--- src/rtl/nibble_serial_add_ctrl_if.sv ---
// Request/result bundle for the nibble-serial add/subtract sequencer.
// Handshake: a requester raises start with a, b and op_sub valid; the operation is
// accepted on the first rising edge where the sequencer is idle (busy=0, done=0),
// and done pulses for one cycle when result, c_out and overflow are valid.
interface nibble_serial_add_ctrl_if #(
    parameter int WIDTH = 16
);
    logic             start;
    logic             op_sub;
    logic [WIDTH-1:0] a;
    logic [WIDTH-1:0] b;
    logic             busy;
    logic             done;
    logic [WIDTH-1:0] result;
    logic             c_out;
    logic             overflow;
    logic [1:0]       fsm_state;

    modport master (
        output start, op_sub, a, b,
        input  busy, done, result, c_out, overflow, fsm_state
    );

    modport slave (
        input  start, op_sub, a, b,
        output busy, done, result, c_out, overflow, fsm_state
    );
endinterface

--- src/rtl/nibble_serial_add_ctrl.sv ---
// WIDTH-bit add/subtract built from one 4-bit adder slice reused once per clock,
// least-significant nibble first, with the carry held in a register between cycles.
module nibble_add4 (
    input  logic [3:0] x,
    input  logic [3:0] y,
    input  logic       ci,
    output logic [3:0] s,
    output logic       co
);
    logic [4:0] c;

    always_comb begin
        c    = '0;
        s    = '0;
        c[0] = ci;
        for (int k = 0; k < 4; k++) begin
            s[k]   = x[k] ^ y[k] ^ c[k];
            c[k+1] = (x[k] & y[k]) | (c[k] & (x[k] ^ y[k]));
        end
    end

    assign co = c[4];
endmodule

module nibble_serial_add_ctrl #(
    parameter int WIDTH = 16
) (
    input  logic                     clk,
    input  logic                     rst_n,
    nibble_serial_add_ctrl_if.slave  bus
);
    localparam int NIBBLES = WIDTH / 4;
    localparam int IDX_W   = (NIBBLES > 1) ? $clog2(NIBBLES) : 1;

    typedef enum logic [1:0] {
        IDLE = 2'd0,
        RUN  = 2'd1,
        DONE = 2'd2
    } state_t;

    state_t           state;
    logic [WIDTH-1:0] a_lat;
    logic [WIDTH-1:0] b_eff;
    logic             carry;
    logic [IDX_W-1:0] idx;
    logic [3:0]       slice_a;
    logic [3:0]       slice_b;
    logic [3:0]       slice_s;
    logic             slice_co;

    assign slice_a       = a_lat[{idx, 2'b00} +: 4];
    assign slice_b       = b_eff[{idx, 2'b00} +: 4];
    assign bus.fsm_state = state;

    nibble_add4 u_slice (
        .x  (slice_a),
        .y  (slice_b),
        .ci (carry),
        .s  (slice_s),
        .co (slice_co)
    );

    // Subtract is a + ~b + 1: the +1 enters through the initial carry.
    always_ff @(posedge clk or negedge rst_n) begin
        if (!rst_n) begin
            state        <= IDLE;
            bus.busy     <= 1'b0;
            bus.done     <= 1'b0;
            bus.result   <= '0;
            bus.c_out    <= 1'b0;
            bus.overflow <= 1'b0;
            a_lat        <= '0;
            b_eff        <= '0;
            carry        <= 1'b0;
            idx          <= '0;
        end else begin
            case (state)
                IDLE: begin
                    bus.done <= 1'b0;
                    if (bus.start) begin
                        a_lat    <= bus.a;
                        b_eff    <= bus.op_sub ? ~bus.b : bus.b;
                        carry    <= bus.op_sub;
                        idx      <= '0;
                        bus.busy <= 1'b1;
                        state    <= RUN;
                    end
                end
                RUN: begin
                    bus.result[{idx, 2'b00} +: 4] <= slice_s;
                    carry <= slice_co;
                    idx   <= idx + 1'b1;
                    if (idx == IDX_W'(NIBBLES - 1)) begin
                        bus.c_out    <= slice_co;
                        bus.overflow <= (a_lat[WIDTH-1] == b_eff[WIDTH-1]) &&
                                        (slice_s[3] != a_lat[WIDTH-1]);
                        bus.busy     <= 1'b0;
                        bus.done     <= 1'b1;
                        state        <= DONE;
                    end
                end
                DONE: begin
                    bus.done <= 1'b0;
                    state    <= IDLE;
                end
                default: begin
                    bus.busy <= 1'b0;
                    bus.done <= 1'b0;
                    state    <= IDLE;
                end
            endcase
        end
    end
endmodule

--- src/flat_wrapper.sv ---
// flat-port wrapper written by rule: the top's interface ports become plain ports
module nibble_serial_add_ctrl_flat 
#(
    parameter int WIDTH = 16
)
  (clk, rst_n, bus_start, bus_op_sub, bus_a, bus_b, bus_busy, bus_done, bus_result, bus_c_out, bus_overflow, bus_fsm_state);
  nibble_serial_add_ctrl_if #(.WIDTH(WIDTH)) bus_i ();
  input  logic clk;
  input  logic rst_n;
  input wire logic [$bits(bus_i.start)-1:0] bus_start;
  input wire logic [$bits(bus_i.op_sub)-1:0] bus_op_sub;
  input wire logic [$bits(bus_i.a)-1:0] bus_a;
  input wire logic [$bits(bus_i.b)-1:0] bus_b;
  output wire logic [$bits(bus_i.busy)-1:0] bus_busy;
  output wire logic [$bits(bus_i.done)-1:0] bus_done;
  output wire logic [$bits(bus_i.result)-1:0] bus_result;
  output wire logic [$bits(bus_i.c_out)-1:0] bus_c_out;
  output wire logic [$bits(bus_i.overflow)-1:0] bus_overflow;
  output wire logic [$bits(bus_i.fsm_state)-1:0] bus_fsm_state;
  assign bus_i.start = bus_start;
  assign bus_i.op_sub = bus_op_sub;
  assign bus_i.a = bus_a;
  assign bus_i.b = bus_b;
  assign bus_busy = bus_i.busy;
  assign bus_done = bus_i.done;
  assign bus_result = bus_i.result;
  assign bus_c_out = bus_i.c_out;
  assign bus_overflow = bus_i.overflow;
  assign bus_fsm_state = bus_i.fsm_state;
  nibble_serial_add_ctrl #(.WIDTH(WIDTH)) u_core (.clk(clk), .rst_n(rst_n), .bus(bus_i));
endmodule
--- config.mk ---
export PLATFORM = sky130hd
export DESIGN_NAME = nibble_serial_add_ctrl_flat
export DESIGN_NICKNAME = d
export VERILOG_FILES = /design/src/rtl/nibble_serial_add_ctrl_if.sv /design/src/rtl/nibble_serial_add_ctrl.sv /design/src/flat_wrapper.sv
export SDC_FILE = /design/constraint.sdc
export NUM_CORES = 1
export LEC_CHECK = 0
export BUFFER_PORTS_ARGS = -buffer_cell sky130_fd_sc_hd__buf_2
export CAP_MARGIN = 5
export CORE_AREA = 2 2 83 85
export CTS_BUF_LIST = sky130_fd_sc_hd__clkbuf_4 sky130_fd_sc_hd__clkbuf_8
export CTS_CLUSTER_SIZE = 20
export DETAILED_ROUTE_END_ITERATION = 10
export DIE_AREA = 0 0 85 87
export GPL_TIMING_DRIVEN = 0
export PLACE_DENSITY = 0.63
export SYNTH_ARGS = -nofsm -noshare
export SYNTH_HDL_FRONTEND = slang
export SYNTH_HIERARCHICAL = 1
export SYNTH_SLANG_ARGS = --single-unit
export TNS_END_PERCENT = 50
--- constraint.sdc ---
create_clock -name clk -period 5.6 [get_ports clk]
set_clock_uncertainty 0.15 [all_clocks]
set_input_delay 0.28 -clock clk [delete_from_list [all_inputs] [get_ports clk]]
set_output_delay 0.28 -clock clk [all_outputs]
set_load 0.01 [all_outputs]
# After elaboration in Yosys (flattened, before gate mapping)
# Cells that the tools add are included.
[totals] output_inout_bits=22 ff_bits=57
[classes] n_reduce_logical=8 add_sub_neg=2 shift=4 eq_ne=7 n_mux=14 n_bitwise=22
[op_table] op="$shiftx 16x5->4" count=2
[op_table] op="$bwmux 16" count=1
[op_table] op="$mux 16" count=1
[op_table] op="$not 16->16" count=1
[op_table] op="$shift 4x6->16 const A" count=1
[op_table] op="$shiftx 4x6->16" count=1
[op_table] op="$and 1x1->1" count=8
[op_table] op="$pmux 2 s2" count=2
[op_table] op="$reduce_and 2->1" count=4
[op_table] op="$xor 1x1->1" count=8
[op_table] op="$mux 2" count=3
[op_table] op="$neg 4->6" count=1
[op_table] op="$mux 1" count=5
[op_table] op="$eq 2x2->1 const B" count=2
[op_table] op="$or 1x1->1" count=4
[op_table] op="$pmux 1 s3" count=1
[op_table] op="$reduce_and 3->1" count=1
[op_table] op="$add 2x1->2 const B" count=1
[op_table] op="$eq 2x1->1 const B" count=1
[op_table] op="$logic_not 2->1" count=1
[op_table] op="$ne 2x1->1 const B" count=1
[op_table] op="$ne 2x2->1 const B" count=1
[op_table] op="$pmux 1 s2" count=1
[op_table] op="$reduce_bool 2->1" count=1
[op_table] op="other kinds (4)" count=4

# Longest topological paths before layout
[logic_depth] word_depth=11 ltp_mapped=13 depth_no_buf=12

# By module
# Netlist, hierarchy kept.
[by_module_without_submodules] module="nibble_serial_add_ctrl" area_per_inst_um2=2727.6 n_inst=1 cells_per_inst=201 seq_area_each_um2=1426.4
[by_module_without_submodules] module="nibble_add4" area_per_inst_um2=117.6 n_inst=1 cells_per_inst=14 seq_area_each_um2=0.0

# Worst setup path before layout
# No wires, ideal clock.
[synth_timing] path_kind="reg2reg" start="reg u_core.idx[0]" end="reg u_core.bus.overflow" path_stages_with_launch=14 slack_ns=2.187 setup_time_ns=0.128 t_required_ns=5.322 t_arrival_ns=3.135 cell_sequence="dfrtp_1 -> buf_6 -> mux4_2 -> fa_1 -> inv_1 -> fa_1 -> inv_1 -> fa_1 -> inv_1 -> fa_1 -> inv_1 -> and3b_1 -> a21oi_1 -> o21ai_0"
[synth_between] elab_chain_cells=11 elab_cells_between_ends=20 classes_between="eq/ne (2); shift (2); bitwise (14); reduce/logical (2)"
[synth_lines] element="from (decl)" line_no="nibble_serial_add_ctrl.sv:45" text="logic [IDX_W-1:0] idx;"
[synth_lines] element="from (signal assigned)" line_no="nibble_serial_add_ctrl.sv:92" text="idx <= idx + 1'b1;"
[synth_lines] element="$shiftx 16x5->4 *" line_no="nibble_serial_add_ctrl.sv:52" text="assign slice_b = b_eff[{idx, 2'b00} +: 4];"
[synth_lines] element="net u_core.slice_b[0]" line_no="nibble_serial_add_ctrl.sv:47" text="logic [3:0] slice_b;"
[synth_lines] element="$xor 1x1->1" line_no="nibble_serial_add_ctrl.sv:18" text="c[k+1] = (x[k] & y[k]) | (c[k] & (x[k] ^ y[k]));"
[synth_lines] element="$and 1x1->1" line_no="nibble_serial_add_ctrl.sv:18"
[synth_lines] element="$or 1x1->1 *" line_no="nibble_serial_add_ctrl.sv:18"
[synth_lines] element="$and 1x1->1 *" line_no="nibble_serial_add_ctrl.sv:18"
[synth_lines] element="$or 1x1->1 *" line_no="nibble_serial_add_ctrl.sv:18"
[synth_lines] element="$and 1x1->1 *" line_no="nibble_serial_add_ctrl.sv:18"
[synth_lines] element="$or 1x1->1 *" line_no="nibble_serial_add_ctrl.sv:18"
[synth_lines] element="$xor 1x1->1 *" line_no="nibble_serial_add_ctrl.sv:17" text="s[k] = x[k] ^ y[k] ^ c[k];"
[synth_lines] element="net u_core.slice_s[3]" line_no="nibble_serial_add_ctrl.sv:48" text="logic [3:0] slice_s;"
[synth_lines] element="$ne 1x1->1 *" line_no="nibble_serial_add_ctrl.sv:96" text="(slice_s[3] != a_lat[WIDTH-1]);"
[synth_lines] element="$logic_and 1x1->1 *" line_no="nibble_serial_add_ctrl.sv:95" text="bus.overflow <= (a_lat[WIDTH-1] == b_eff[WIDTH-1]) &&"
[synth_lines] element="to (signal assigned)" line_no="nibble_serial_add_ctrl.sv:95"
[synth_lines] element="to (decl)" line_no="nibble_serial_add_ctrl_if.sv:26" text="output busy, done, result, c_out, overflow, fsm_state"
# Mark *: on every way through the listed nets, which the timed path passes. The rest lies on a longest branch.
# A chain may end at the register's enable or synchronous reset.

# Worst setup path after layout
# Ends and elaborated chain as after synthesis.

==> results_dict.tcl <==
set metrics [dict create \
    row_count 30 \
    power_density_mw_per_mm2 636 \
    clkTransAtPathRegs_ns 0.07 \
    die_y_um 87 \
    ys_seq_area_share_pct 50.1 \
    cts_sinks 57 \
    grt_max_degree 58 \
    holdWs_ns 0.0229 \
    ys_types 32 \
    n_fill_cell 559 \
    cts_inserted_buffers 9 \
    fin_crit_ns 3.71 \
    drv_cap 0 \
    critPathLaunchType "flip-flop" \
    syn_area_mm2 0.00285 \
    rsz0062_at_grt "no" \
    layout_common_cells "buf_2 (57), dfrtp_1 (57), nor2_1 (21)" \
    critPathCaptureType "flip-flop" \
    seq_area_mm2 0.00143 \
    syn_nets 260 \
    finalWirelength_um 5490 \
    worstPathRequired_ns 5.66 \
    fmax_mhz 270 \
    dpl-instance-area_mm2 0.00323 \
    synth_top_family_by_area "multiplexers" \
    synthCells 215 \
    cts_hold_buf 0 \
    setup_viol 0 \
    io_buffer_count 56 \
    hold_class "primary input to flip-flop" \
    ys_warn_count 6 \
    clockBufferDepth 2 \
    min_path_cells 2 \
    holdPathEnd "u_core/a_lat[8]$_DFFE_PN0P_" \
    r2r_setup_slack_ns 1.89 \
    area_delta_synth_final_pct 22.5 \
    status "completed" \
    grt_pass1_wl_um 9180 \
    drive_gt1_share_pct 42.0 \
    synth-xor-area-share_pct 4.93 \
    min_period_over_period_pct 66.3 \
    crit_type "flip-flop to flip-flop" \
    setup_tns_ns 0 \
    antenna_left 0 \
    ctsResizeCount 0 \
    firstDrtPassIters 4 \
    drv_slew 0 \
    cts.htree.levels 3 \
    synth_adder_area_share_pct 5.01 \
    worstSkewPairLatency_ns 0.33 \
    grt_usage_pct 16.3 \
    syn_area_per_cell_um2 13.2 \
    core-area_mm2 0.00657 \
    tightest_slew_ns 0.712 \
    tritoncts "yes" \
    reg2regPathDepth 13 \
    fin_nets 328 \
    p_total_mw 2.22 \
    first_global_vias 1923 \
    ios 58 \
    worst-path-max-fanout 10 \
    drcViolationCount 0 \
    antenna_found_initial 0 \
    finalHoldViolCount 0 \
    ys_ff_latch 57 \
    dp_hpwl_um 3980 \
    multi_input_area_mm2 0.00127 \
    synthMuxAreaShare_pct 13.8 \
    gp_congestion 0.704 \
    n_antenna_cell 0 \
    routedWlPerCell_um 14.9 \
    peakVddDrop_mv 0.307 \
    cp_data_arrival_time_ns 3.77 \
    synthSimpleGateAreaFrac_pct 10.7 \
    drt-initial-drc-count 101 \
    p_leak_nw 1.65 \
    fin_area_mm2 0.00349 \
    relSlewSlack_pct 52.6 \
    reg2reg_from "u_core/idx[0]$_DFFE_PN0P_" \
    vias 1891 \
    cts_setup_buffers 0 \
    r2r_end "u_core/bus.overflow$_DFFE_PN0P_" \
    utilization_pct 53.1 \
    initial_core_util_pct 43.3 \
    die_w_um 85 \
    synth_compound_area_share_pct 10.2 \
    cts-root-buf "clkbuf_8" \
    dieArea_mm2 0.00740 \
    grt-ovfl-total 0 \
    vias_per_cell 5.14 \
    min-delay-start "bus_a[8]" \
]
## sequential cells by signal, indices dropped and copies added (netlist names), 2 cells and up
name and cells:
u_core/idx 2, u_core/bus.fsm_state 2, u_core/b_eff 16, u_core/a_lat 16, u_core/bus.result 16
## report_power, final
group          internal [mW]  switching (mW)
Clock                  0.312           0.164
Sequential             0.587           0.104
Combinational          0.477           0.573
## cell type report
cell class	instances	share of cell area [%]
tap	80	2.87
clock buffer	11	4.16
timing repair buffer	57	8.40
multi-input combinational	133	36.4
clock inverter	5	2.94
buffer	11	2.76
sequential	57	40.9
inverter	14	1.51
## how the worst max path moves through the flow
stage	cells past startpoint	from	endpoint	slack, ns
6_report	13	u_core/idx[0]$_DFFE_PN0P_	u_core/bus.overflow$_DFFE_PN0P_	1.89
5_1_grt	13	u_core/idx[0]$_DFFE_PN0P_	u_core/bus.overflow$_DFFE_PN0P_	1.68
4_1_cts	13	u_core/idx[0]$_DFFE_PN0P_	u_core/bus.overflow$_DFFE_PN0P_	1.85
3_5_place_dp	13	u_core/idx[0]$_DFFE_PN0P_	u_core/bus.overflow$_DFFE_PN0P_	1.89
3_3_place_gp	13	u_core/idx[0]$_DFFE_PN0P_	u_core/bus.overflow$_DFFE_PN0P_	1.93
2_1_floorplan	13	u_core/idx[0]$_DFFE_PN0P_	u_core/bus.overflow$_DFFE_PN0P_	2.19
## metrics by stage
stage	instances	setup slack (ns)
4_1_cts	367	1.85
6_report	368	1.89
3_5_place_dp	351	1.89
2_1_floorplan	215	2.19
3_3_place_gp	351	1.93
5_1_grt	368	1.68
## worst max-delay path, cell delays in order (launching register included)
cell	delay (ns)
dfrtp_1	0.56
buf_6	0.24
mux4_2	0.54
fa_1	0.44
inv_1	0.08
fa_1	0.16
inv_1	0.05
fa_1	0.35
inv_1	0.07
fa_1	0.40
inv_1	0.17
and3b_1	0.20
a21oi_1	0.10
o21ai_0	0.08
## routing by layer
layer / wire length, um / part of all wire (%) / vias to the layer above / GRT usage (%)
met1: 2500 / 46 / 937 / 21.5
met4: 106 / 1.9 / 0 / 8.23
met2: 2650 / 48 / 47 / 25.4
met3: 231 / 4.2 / 10 / 3.60
li1: - / - / 897 / -
met5: 0 / 0 / - / 0
## cells in the mapped netlist, drive strengths merged
library cell   n  area (um^2)
o31ai          1         7.51
nor2b          3         18.8
clkbuf         1         3.75
fa             4         80.1
nand2          3         11.3
inv           14         52.6
nor4b          1         23.8
mux2i          1         10.0
nand2b         2         12.5
o21ai          3         15.0
nor3b          1         18.8
a22o          16          140
mux2          18          203
xnor2         16          140
ha             5         62.6
a22oi          1         7.51
mux4           8          180
nor3           1         10.0
nor2          21         78.8
o21bai         1         7.51
a21oi         18          105
nand3b         5         87.6
buf           10         92.6
dfrtp         57         1430
and3b          1         8.76
o21a           1         7.51
nor4           2         33.8
## kinds of logic (layout without fill, tap and decap cells)
logic type | after synthesis | in the layout
AOI/OAI and AO/OA | 41 | 41
xor gates and xnor gates | 16 | 16
adders and majority gates | 9 | 9
buffers and inverters | 25 | 98
DFF | 57 | 57
muxes | 27 | 27
and+or+nand+nor | 40 | 40
No activity file was read; power rests on OpenSTA's default activity.
